`config.mk`:
```
export PLATFORM = sky130hd
export DESIGN_NAME = touch_scan_scheduler
export DESIGN_NICKNAME = d
export VERILOG_FILES = /design/src/rtl/touch_scan_scheduler.sv
export SDC_FILE = /design/constraint.sdc
export NUM_CORES = 1
export LEC_CHECK = 0
export CORE_ASPECT_RATIO = 1.75
export CORE_UTILIZATION = 40
export CTS_CLUSTER_SIZE = 20
export DETAILED_ROUTE_END_ITERATION = 8
export SETUP_SLACK_MARGIN = 0.1
export SLEW_MARGIN = 0
export SYNTH_ARGS = -nofsm -noshare
export SYNTH_HDL_FRONTEND = slang
export SYNTH_SLANG_ARGS = --single-unit
```
`constraint.sdc`:
```
create_clock -name csi_clk -period 5.3 [get_ports csi_clk]
set_clock_uncertainty 0.15 [all_clocks]
set_input_delay 1.06 -clock csi_clk [delete_from_list [all_inputs] [get_ports csi_clk]]
set_output_delay 1.06 -clock csi_clk [all_outputs]
set_load 0.05 [all_outputs]
```
`src/rtl/touch_scan_scheduler.sv`:
```
// touch_scan_scheduler: paces X/Y(/Z1) conversions while the pen is down and averages valid pairs.
// Optional pressure channel enabled by defining TOUCH_SCAN_PRESSURE_EN.
module touch_scan_scheduler #(
  parameter int SAMPLE_INTERVAL = 50000,
  parameter int AVG_LOG2 = 2,
  parameter int ACK_TIMEOUT = 4096,
  parameter logic [7:0] CMD_X = 8'h92,
  parameter logic [7:0] CMD_Y = 8'hD2
`ifdef TOUCH_SCAN_PRESSURE_EN
  , parameter logic [7:0] CMD_Z1 = 8'hB2,
  parameter logic [11:0] Z1_MIN = 12'd64
`endif
) (
  input  logic        csi_clk,
  input  logic        csi_reset,
  input  logic        enable,
  input  logic        pen_irq_n,
  output logic        conv_req,
  output logic [7:0]  conv_cmd,
  input  logic        conv_ack,
  input  logic [11:0] conv_result,
  output logic [11:0] coord_x,
  output logic [11:0] coord_y,
`ifdef TOUCH_SCAN_PRESSURE_EN
  output logic [11:0] coord_z,
`endif
  output logic        coord_valid,
  output logic        pen_down,
  output logic        timeout_err
);
  localparam int ACC_W = 12 + AVG_LOG2;
  localparam int IW = $clog2(SAMPLE_INTERVAL);
  localparam int AW = $clog2(ACK_TIMEOUT + 1);
  localparam int CW = AVG_LOG2 + 1;
  typedef enum logic [3:0] {
    IDLE, REQ_X, WAIT_X, REQ_Y, WAIT_Y, ACCUM, INTERVAL
`ifdef TOUCH_SCAN_PRESSURE_EN
    , REQ_Z, WAIT_Z
`endif
  } state_t;
  state_t state_q, state_d;
  logic pen_s_q, pen_q;
  logic [IW-1:0] int_q, int_d;
  logic [AW-1:0] ack_q, ack_d;
  logic req_q, req_d, valid_q, valid_d, terr_q, terr_d;
  logic [7:0] cmd_q, cmd_d;
  logic [11:0] x_q, x_d, y_q, y_d, cx_q, cx_d, cy_q, cy_d;
  logic [ACC_W-1:0] accx_q, accx_d, accy_q, accy_d, sum_x, sum_y;
  logic [CW-1:0] cnt_q, cnt_d;
  logic go, tmo, waiting, ok_pair, full;
`ifdef TOUCH_SCAN_PRESSURE_EN
  logic [11:0] z_q, z_d, cz_q, cz_d;
  logic [ACC_W-1:0] accz_q, accz_d, sum_z;
  assign sum_z = accz_q + ACC_W'(z_q);
  assign ok_pair = |x_q && |y_q && (z_q >= Z1_MIN);
  assign waiting = state_q inside {WAIT_X, WAIT_Y, WAIT_Z};
  assign coord_z = cz_q;
`else
  assign ok_pair = |x_q && |y_q;
  assign waiting = state_q inside {WAIT_X, WAIT_Y};
`endif
  assign go = pen_q && enable;
  assign tmo = ack_q == AW'(ACK_TIMEOUT - 1);
  assign full = cnt_q == CW'((1 << AVG_LOG2) - 1);
  assign sum_x = accx_q + ACC_W'(x_q);
  assign sum_y = accy_q + ACC_W'(y_q);
  assign conv_req = req_q;
  assign conv_cmd = cmd_q;
  assign coord_x = cx_q;
  assign coord_y = cy_q;
  assign coord_valid = valid_q;
  assign pen_down = pen_q;
  assign timeout_err = terr_q;
  always_comb begin
    state_d = state_q;
    int_d = (int_q == IW'(SAMPLE_INTERVAL - 1)) ? int_q : int_q + IW'(1);
    ack_d = '0;
    req_d = req_q;
    cmd_d = cmd_q;
    valid_d = 1'b0;
    terr_d = enable ? terr_q : 1'b0;
    x_d = x_q;
    y_d = y_q;
    cx_d = cx_q;
    cy_d = cy_q;
    accx_d = accx_q;
    accy_d = accy_q;
    cnt_d = cnt_q;
`ifdef TOUCH_SCAN_PRESSURE_EN
    z_d = z_q;
    cz_d = cz_q;
    accz_d = accz_q;
`endif
    // an ack in the timeout cycle is still honoured; the case below picks the next state
    if (waiting) begin
      if (conv_ack) req_d = 1'b0;
      else if (tmo) begin
        req_d = 1'b0;
        terr_d = 1'b1;
        state_d = IDLE;
      end else ack_d = ack_q + AW'(1);
    end
    case (state_q)
      IDLE: begin
        accx_d = '0;
        accy_d = '0;
        cnt_d = '0;
`ifdef TOUCH_SCAN_PRESSURE_EN
        accz_d = '0;
`endif
        if (go) begin
          state_d = REQ_X;
          int_d = '0;
        end
      end
      REQ_X: begin
        req_d = 1'b1;
        cmd_d = CMD_X;
        state_d = WAIT_X;
      end
      WAIT_X: if (conv_ack) begin
        x_d = conv_result;
        state_d = go ? REQ_Y : IDLE;
      end
      REQ_Y: begin
        req_d = 1'b1;
        cmd_d = CMD_Y;
        state_d = WAIT_Y;
      end
`ifdef TOUCH_SCAN_PRESSURE_EN
      WAIT_Y: if (conv_ack) begin
        y_d = conv_result;
        state_d = go ? REQ_Z : IDLE;
      end
      REQ_Z: begin
        req_d = 1'b1;
        cmd_d = CMD_Z1;
        state_d = WAIT_Z;
      end
      WAIT_Z: if (conv_ack) begin
        z_d = conv_result;
        state_d = go ? ACCUM : IDLE;
      end
`else
      WAIT_Y: if (conv_ack) begin
        y_d = conv_result;
        state_d = go ? ACCUM : IDLE;
      end
`endif
      ACCUM: begin
        state_d = INTERVAL;
        if (ok_pair) begin
          accx_d = full ? '0 : sum_x;
          accy_d = full ? '0 : sum_y;
          cnt_d = full ? '0 : cnt_q + CW'(1);
          cx_d = full ? sum_x[ACC_W-1 -: 12] : cx_q;
          cy_d = full ? sum_y[ACC_W-1 -: 12] : cy_q;
          valid_d = full;
`ifdef TOUCH_SCAN_PRESSURE_EN
          accz_d = full ? '0 : sum_z;
          cz_d = full ? sum_z[ACC_W-1 -: 12] : cz_q;
`endif
        end
      end
      INTERVAL: if (int_q == IW'(SAMPLE_INTERVAL - 1)) begin
        state_d = go ? REQ_X : IDLE;
        int_d = go ? '0 : int_q;
      end
      default: state_d = IDLE;
    endcase
  end
  always_ff @(posedge csi_clk or posedge csi_reset) begin
    if (csi_reset) begin
      state_q <= IDLE;
      pen_s_q <= 1'b0;
      pen_q <= 1'b0;
      int_q <= '0;
      ack_q <= '0;
      req_q <= 1'b0;
      cmd_q <= CMD_X;
      valid_q <= 1'b0;
      terr_q <= 1'b0;
      x_q <= '0;
      y_q <= '0;
      cx_q <= '0;
      cy_q <= '0;
      accx_q <= '0;
      accy_q <= '0;
      cnt_q <= '0;
`ifdef TOUCH_SCAN_PRESSURE_EN
      z_q <= '0;
      cz_q <= '0;
      accz_q <= '0;
`endif
    end else begin
      state_q <= state_d;
      pen_s_q <= ~pen_irq_n;
      pen_q <= pen_s_q;
      int_q <= int_d;
      ack_q <= ack_d;
      req_q <= req_d;
      cmd_q <= cmd_d;
      valid_q <= valid_d;
      terr_q <= terr_d;
      x_q <= x_d;
      y_q <= y_d;
      cx_q <= cx_d;
      cy_q <= cy_d;
      accx_q <= accx_d;
      accy_q <= accy_d;
      cnt_q <= cnt_d;
`ifdef TOUCH_SCAN_PRESSURE_EN
      z_q <= z_d;
      cz_q <= cz_d;
      accz_q <= accz_d;
`endif
    end
  end
endmodule

```
======== Word level (Yosys, flattened, before mapping) ========
Cells that the tools add are included.
storage, ports and cells
  bits in registers ....................... 125
  input port bits ......................... 17
  logic and storage cells ................. 88
cells by class
  add/sub/neg operators ................... 5
  equal/unequal tests ..................... 11
  muxes and demuxes ....................... 39
  bitwise gates (word level) .............. 1
  reductions and logical operators ........ 16
operator list
  kind                                                                     number
  16-bit 2-to-1 mux                                                        4
  14-bit 2-to-1 mux                                                        4
  14-bit one-hot mux with 2 select lines                                   2
  13-bit 2-to-1 mux                                                        3
  16-bit one-hot mux with 2 select lines                                   1
  14-bit by 12-bit adder with 14-bit output                                2
  4-bit 2-to-1 mux                                                         7
  4-bit one-hot mux with 7 select lines                                    1
  12-bit OR reduction                                                      2
  16-bit by 1-bit adder with 16-bit output, second input constant          1
  16-bit equality test, second input constant                              1
  8-bit one-hot mux with 2 select lines                                    1
  13-bit by 1-bit adder with 13-bit output, second input constant          1
  13-bit by 12-bit equality test with 1-bit output, second input constant  1
  4-bit by 3-bit equality test with 1-bit output, second input constant    3
  1-bit 2-to-1 mux                                                         11
  3-bit 2-to-1 mux                                                         3
  4-bit by 2-bit equality test with 1-bit output, second input constant    2
  2-bit AND reduction                                                      4
  2-bit nonzero test                                                       4
  3-bit one-hot mux with 2 select lines                                    1
  4-bit by 1-bit equality test with 1-bit output, second input constant    1
  4-bit logical NOT                                                        1
  3-bit by 1-bit adder with 3-bit output, second input constant            1
  9 further kinds                                                          10

======== Longest topological paths before layout ========
  depth after elaboration ................. 6
  depth in mapped cells ................... 9
  gate-level depth less buffers ........... 9

======== Worst setup path after synthesis ========
OpenSTA, ideal clock, no wires.
  path type ............................... register to register
  from .................................... reg int_q[10]
  to ...................................... reg int_q[9]
  arrival ................................. 2237 ps
  data required time ...................... 5031 ps
  setup slack ............................. 2795 ps
  cell stages (with the launch flop) ...... 8
  path buffers ............................ 2
  period minus slack after synthesis ...... 2505 ps
  cells stage by stage .................... dfrtp_1 -> or4b_1 -> or4_1 -> buf_6 -> or2_4 -> a21oi_4 -> buf_6 -> nor2_1
between the ends
  cells in the longest elaborated chain, start to end .. 4
  elaborated cells between the ends (all ways) .. 6
  those cells by class .................... 2 x eq/ne; 4 x mux
RTL lines
  item                                    RTL line  RTL
  from (decl)                             43        logic [IW-1:0] int_q, int_d;
  from (signal assigned)                  199       int_q <= int_d;
  16-bit equality test (*)                76, 165
  16-bit 2-to-1 mux                       76        int_d = (int_q == IW'(SAMPLE_INTERVAL - 1)) ? int_q : int_q + IW'(1);
  16-bit 2-to-1 mux (on tied branches)    165, 111
  16-bit one-hot mux with 2 select lines  103       case (state_q)
Mark *: on every way between the ends. The rest lies on a longest branch, timed or not.
A chain may end at the register's enable or synchronous reset.

======== Worst setup path in the final report ========
  from .................................... reg y_q[0]
  to ...................................... reg accy_q[12]
between the ends
  cells in the longest elaborated chain, start to end .. 4
  elaborated cells between the ends (all ways) .. 8
  those cells by class .................... 1 x add/sub; 1 x eq/ne; 3 x mux; 3 x reduce/logical
RTL lines
  item                                                                              RTL line  RTL
  from (decl)                                                                       47        logic [11:0] x_q, x_d, y_q, y_d, cx_q, cx_d, cy_q, cy_d;
  from (signal assigned)                                                            206       y_q <= y_d;
  14-bit by 12-bit adder with 14-bit output or 12-bit OR reduction (tied branches)  66, 59
  14-bit 2-to-1 mux or 1-bit logical AND (tied branches)                            154, 59
  14-bit 2-to-1 mux or 2-bit inequality test (tied branches)                        --
  14-bit one-hot mux with 2 select lines or 2-bit AND reduction (tied branches)     --
  to (signal assigned)                                                              210       accy_q <= accy_d;
  to (decl)                                                                         48        logic [ACC_W-1:0] accx_q, accx_d, accy_q, accy_d, sum_x, sum_y;
Several ways; a longest one is shown, not always the timed one. The select of a mux whose other input is x is not followed.

==> impl_metrics.yaml <==
outcome:
  outcome: "finished, final reports clean"
route:
  vias: 4560
  avgViaCountPerCell: 5.45
  wl_mm: 13.5
  drc_errors: 0
  drt_iter0_markers: 179
  wl_per_cell_um: 16.2
  first_pass_iters: 4
  drtAntennaViolNets: 0
setup_path:
  cp.required_ps: 5440
  r2r-end: "accy_q[12]"
  startpoint: "y_q[0]"
  cp-start-kind: "flip-flop"
  r2r_slack_ps: 2450
  r2r_cells: 9
  r2r_start: "y_q[0]"
  path_max_fanout: 3
  worstPathArrival_ps: 2990
  path_class: "reg2reg"
  end_kind: "flip-flop"
clock_tree:
  cts_setup_buffers: 0
  cts-buffers-inserted: 17
  cts-root-buf: "clkbuf_16"
  clockBufferDepth: 2
  clk_pin_slew_ps: 50
  h-tree-depth: 4
  cts_resized: 0
  cts.sinks: 118
  clock_latency_ps: 410
  cts_tree: "yes"
  cts_hold_buf: 0
timing:
  fin_crit_ps: 2850
  max_freq_ghz: 0.350
  fin_crit_sh_pct: 53.9
  setup_ws_ps: 2450
  tightest_slew_ps: 1130
  drv_slew: 0
  tns_ps: 0
  rsz0062_at_grt: "no"
  whs_ps: 217
  final-setup-viol-count: 0
  hold_viol_final: 0
  max_slew_margin_pct: 24.6
power:
  p_per_area_nw_per_um2: 344
  power_mw: 2.48
  leakagePower_nw: 3.35
  ir_worst_vdd_mv: 0.189
synthesis:
  synth_edf_count: 0
  ys_ff_latch: 118
  synth_cells: 587
  syn_area_per_cell_um2: 10.3
  synth_top_cell_by_area: "dfrtp_1"
  yosys-top-cells-count: "dfrtp_1 (118), nand2_1 (73), nor2_1 (53)"
  synth_ff_type: "dfrtp_1"
  synth_area_leaders: "dfrtp_1 (49%), mux2_2 (6.2%), ha_1 (5.8%)"
  synth_top_area_share_pct: 49.0
  yosysSeqAreaShare_pct: 49.0
  netlist_area_um2: 6030
  async_flop_share_pct: 100
  yosysUniqueCellTypes: 49
  yosys_warnings: 0
  synth.most_common_cell: "dfrtp_1"
floorplan:
  coreArea_um2: 14800
  die_h_um: 164
  num_rows: 59
  die-area_um2: 15600
  initial_core_util_pct: 40.8
  fp.dieW_um: 94.8
  io_pins: 53
place:
  dpl.hpwl_mm: 9.67
  pre_cts_slack_ps: 2390
  portBuffers: 45
  gp_congestion: 0.929
  dp_cells: 804
grt:
  grt_pass1_vias: 4676
  grt_start_max_net_pins: 66
  grt_use_total_pct: 19.2
  overflow: 0
  grt_pass1_wl_mm: 22.8
  antenna_found_initial: 0
worst_hold_path:
  hold_start: "pen_s_q"
  min_to: "pen_down"
  hold_path.class: "reg2reg"
  hold-path-cell-count: 0
flow_run:
  cap_violations: 0
layout:
  final_layout_size_suffix_gt1_share_pct: 11.2
  fin_nets: 687
  layoutNonFillerInstCount: 836
  n_antenna_cell: 0
  syn_to_final_growth_pct: 19.9
  num-fill-cells: 1395
-- critical path, stage by stage, from the launching register on --
cell,delay [ps]
dfrtp_1,370
ha_1,180
inv_1,50
fa_1,400
nor2b_1,180
o31a_1,190
o21ai_0,190
o41ai_1,680
o21ai_0,150
a22o_1,210
-- layer usage --
metal | up-vias | global-route usage (%) | wire, um
met5 | - | 0 | 0
met3 | 26 | 3.66 | 392
met2 | 114 | 33.6 | 7270
li1 | 2164 | - | -
met1 | 2256 | 22.6 | 5550
met4 | 0 | 7.99 | 323
-- how the worst max path moves through the flow --
stage          cells after the start  slack [ps]         end
2_1_floorplan                      1         960   accx_q[0]
3_5_place_dp                       4        2390    ack_q[7]
6_report                           9        2450  accy_q[12]
5_1_grt                            9        2310  accy_q[12]
3_3_place_gp                       4        2440   ack_q[11]
4_1_cts                            9        2470  accy_q[12]
-- report_power, final --
group          switching, mW  total [mW]  internal [mW]
clock network          0.396        1.12          0.725
registers             0.0729        1.04          0.965
logic                  0.188       0.324          0.136
total                  0.658        2.48           1.83
-- cells in the final DEF (no fill, tap or decap), types with 6 or more instances in the layout --
cell type        instances
a21o_1                   7
a21oi_1                 30
a22o_1                  22
and3_1                   6
clkbuf_16               17
clkdlybuf4s50_1         45
conb_1                   8
dfrtp_1                118
ha_1                    28
inv_1                   23
mux2_2                  33
nand2_1                 73
nand3_1                 18
nand4_1                  9
nor2_1                  53
nor2b_1                  6
nor3_1                   7
nor4_1                   7
o21ai_0                 26
xnor2_1                 29
xor2_1                  11
-- layout make-up --
type	count	area, um^2	area share (%)
clock buffer	23	478	6.62
clock inverter	9	100	1.39
inverter	24	92.6	1.28
multi-input combinational	429	2880	39.9
sequential	118	2950	40.9
tap	183	229	3.17
timing repair buffer	50	488	6.76
-- state kept, by name, indices dropped and copies added, names as in the netlist --
signal       cells
int_q           16
accx_q          14
accy_q          14
ack_q           13
coord_x         12
coord_y         12
x_q             12
y_q             12
state_q          4
cnt_q            3
conv_cmd         1
conv_req         1
coord_valid      1
pen_down         1
pen_s_q          1
timeout_err      1
-- kinds of logic after synthesis --
| kind of cell | count (synthesis) | synth area share (%) |
|---|---|---|
| AND/OR/NAND/NOR | 199 | 15.4 |
| AO/OA/AOI/OAI | 118 | 13.3 |
| flip-flops | 118 | 49.0 |
| buffers and inverters | 46 | 3.55 |
| XOR/XNOR | 40 | 5.81 |
| multiplexers | 34 | 6.33 |
| adder cells (fa/ha/maj) | 30 | 6.48 |
| other | 2 | 0.125 |
-- through the flow --
stage               cell area, um^2  utilization (%)
detailed placement             6640             45.0
finish                         7220             48.9
floorplan                      6050                -
global route                   7220             48.9
CTS                            7220             48.9
global placement               6640             45.0
No activity file was read; power rests on OpenSTA's default activity.
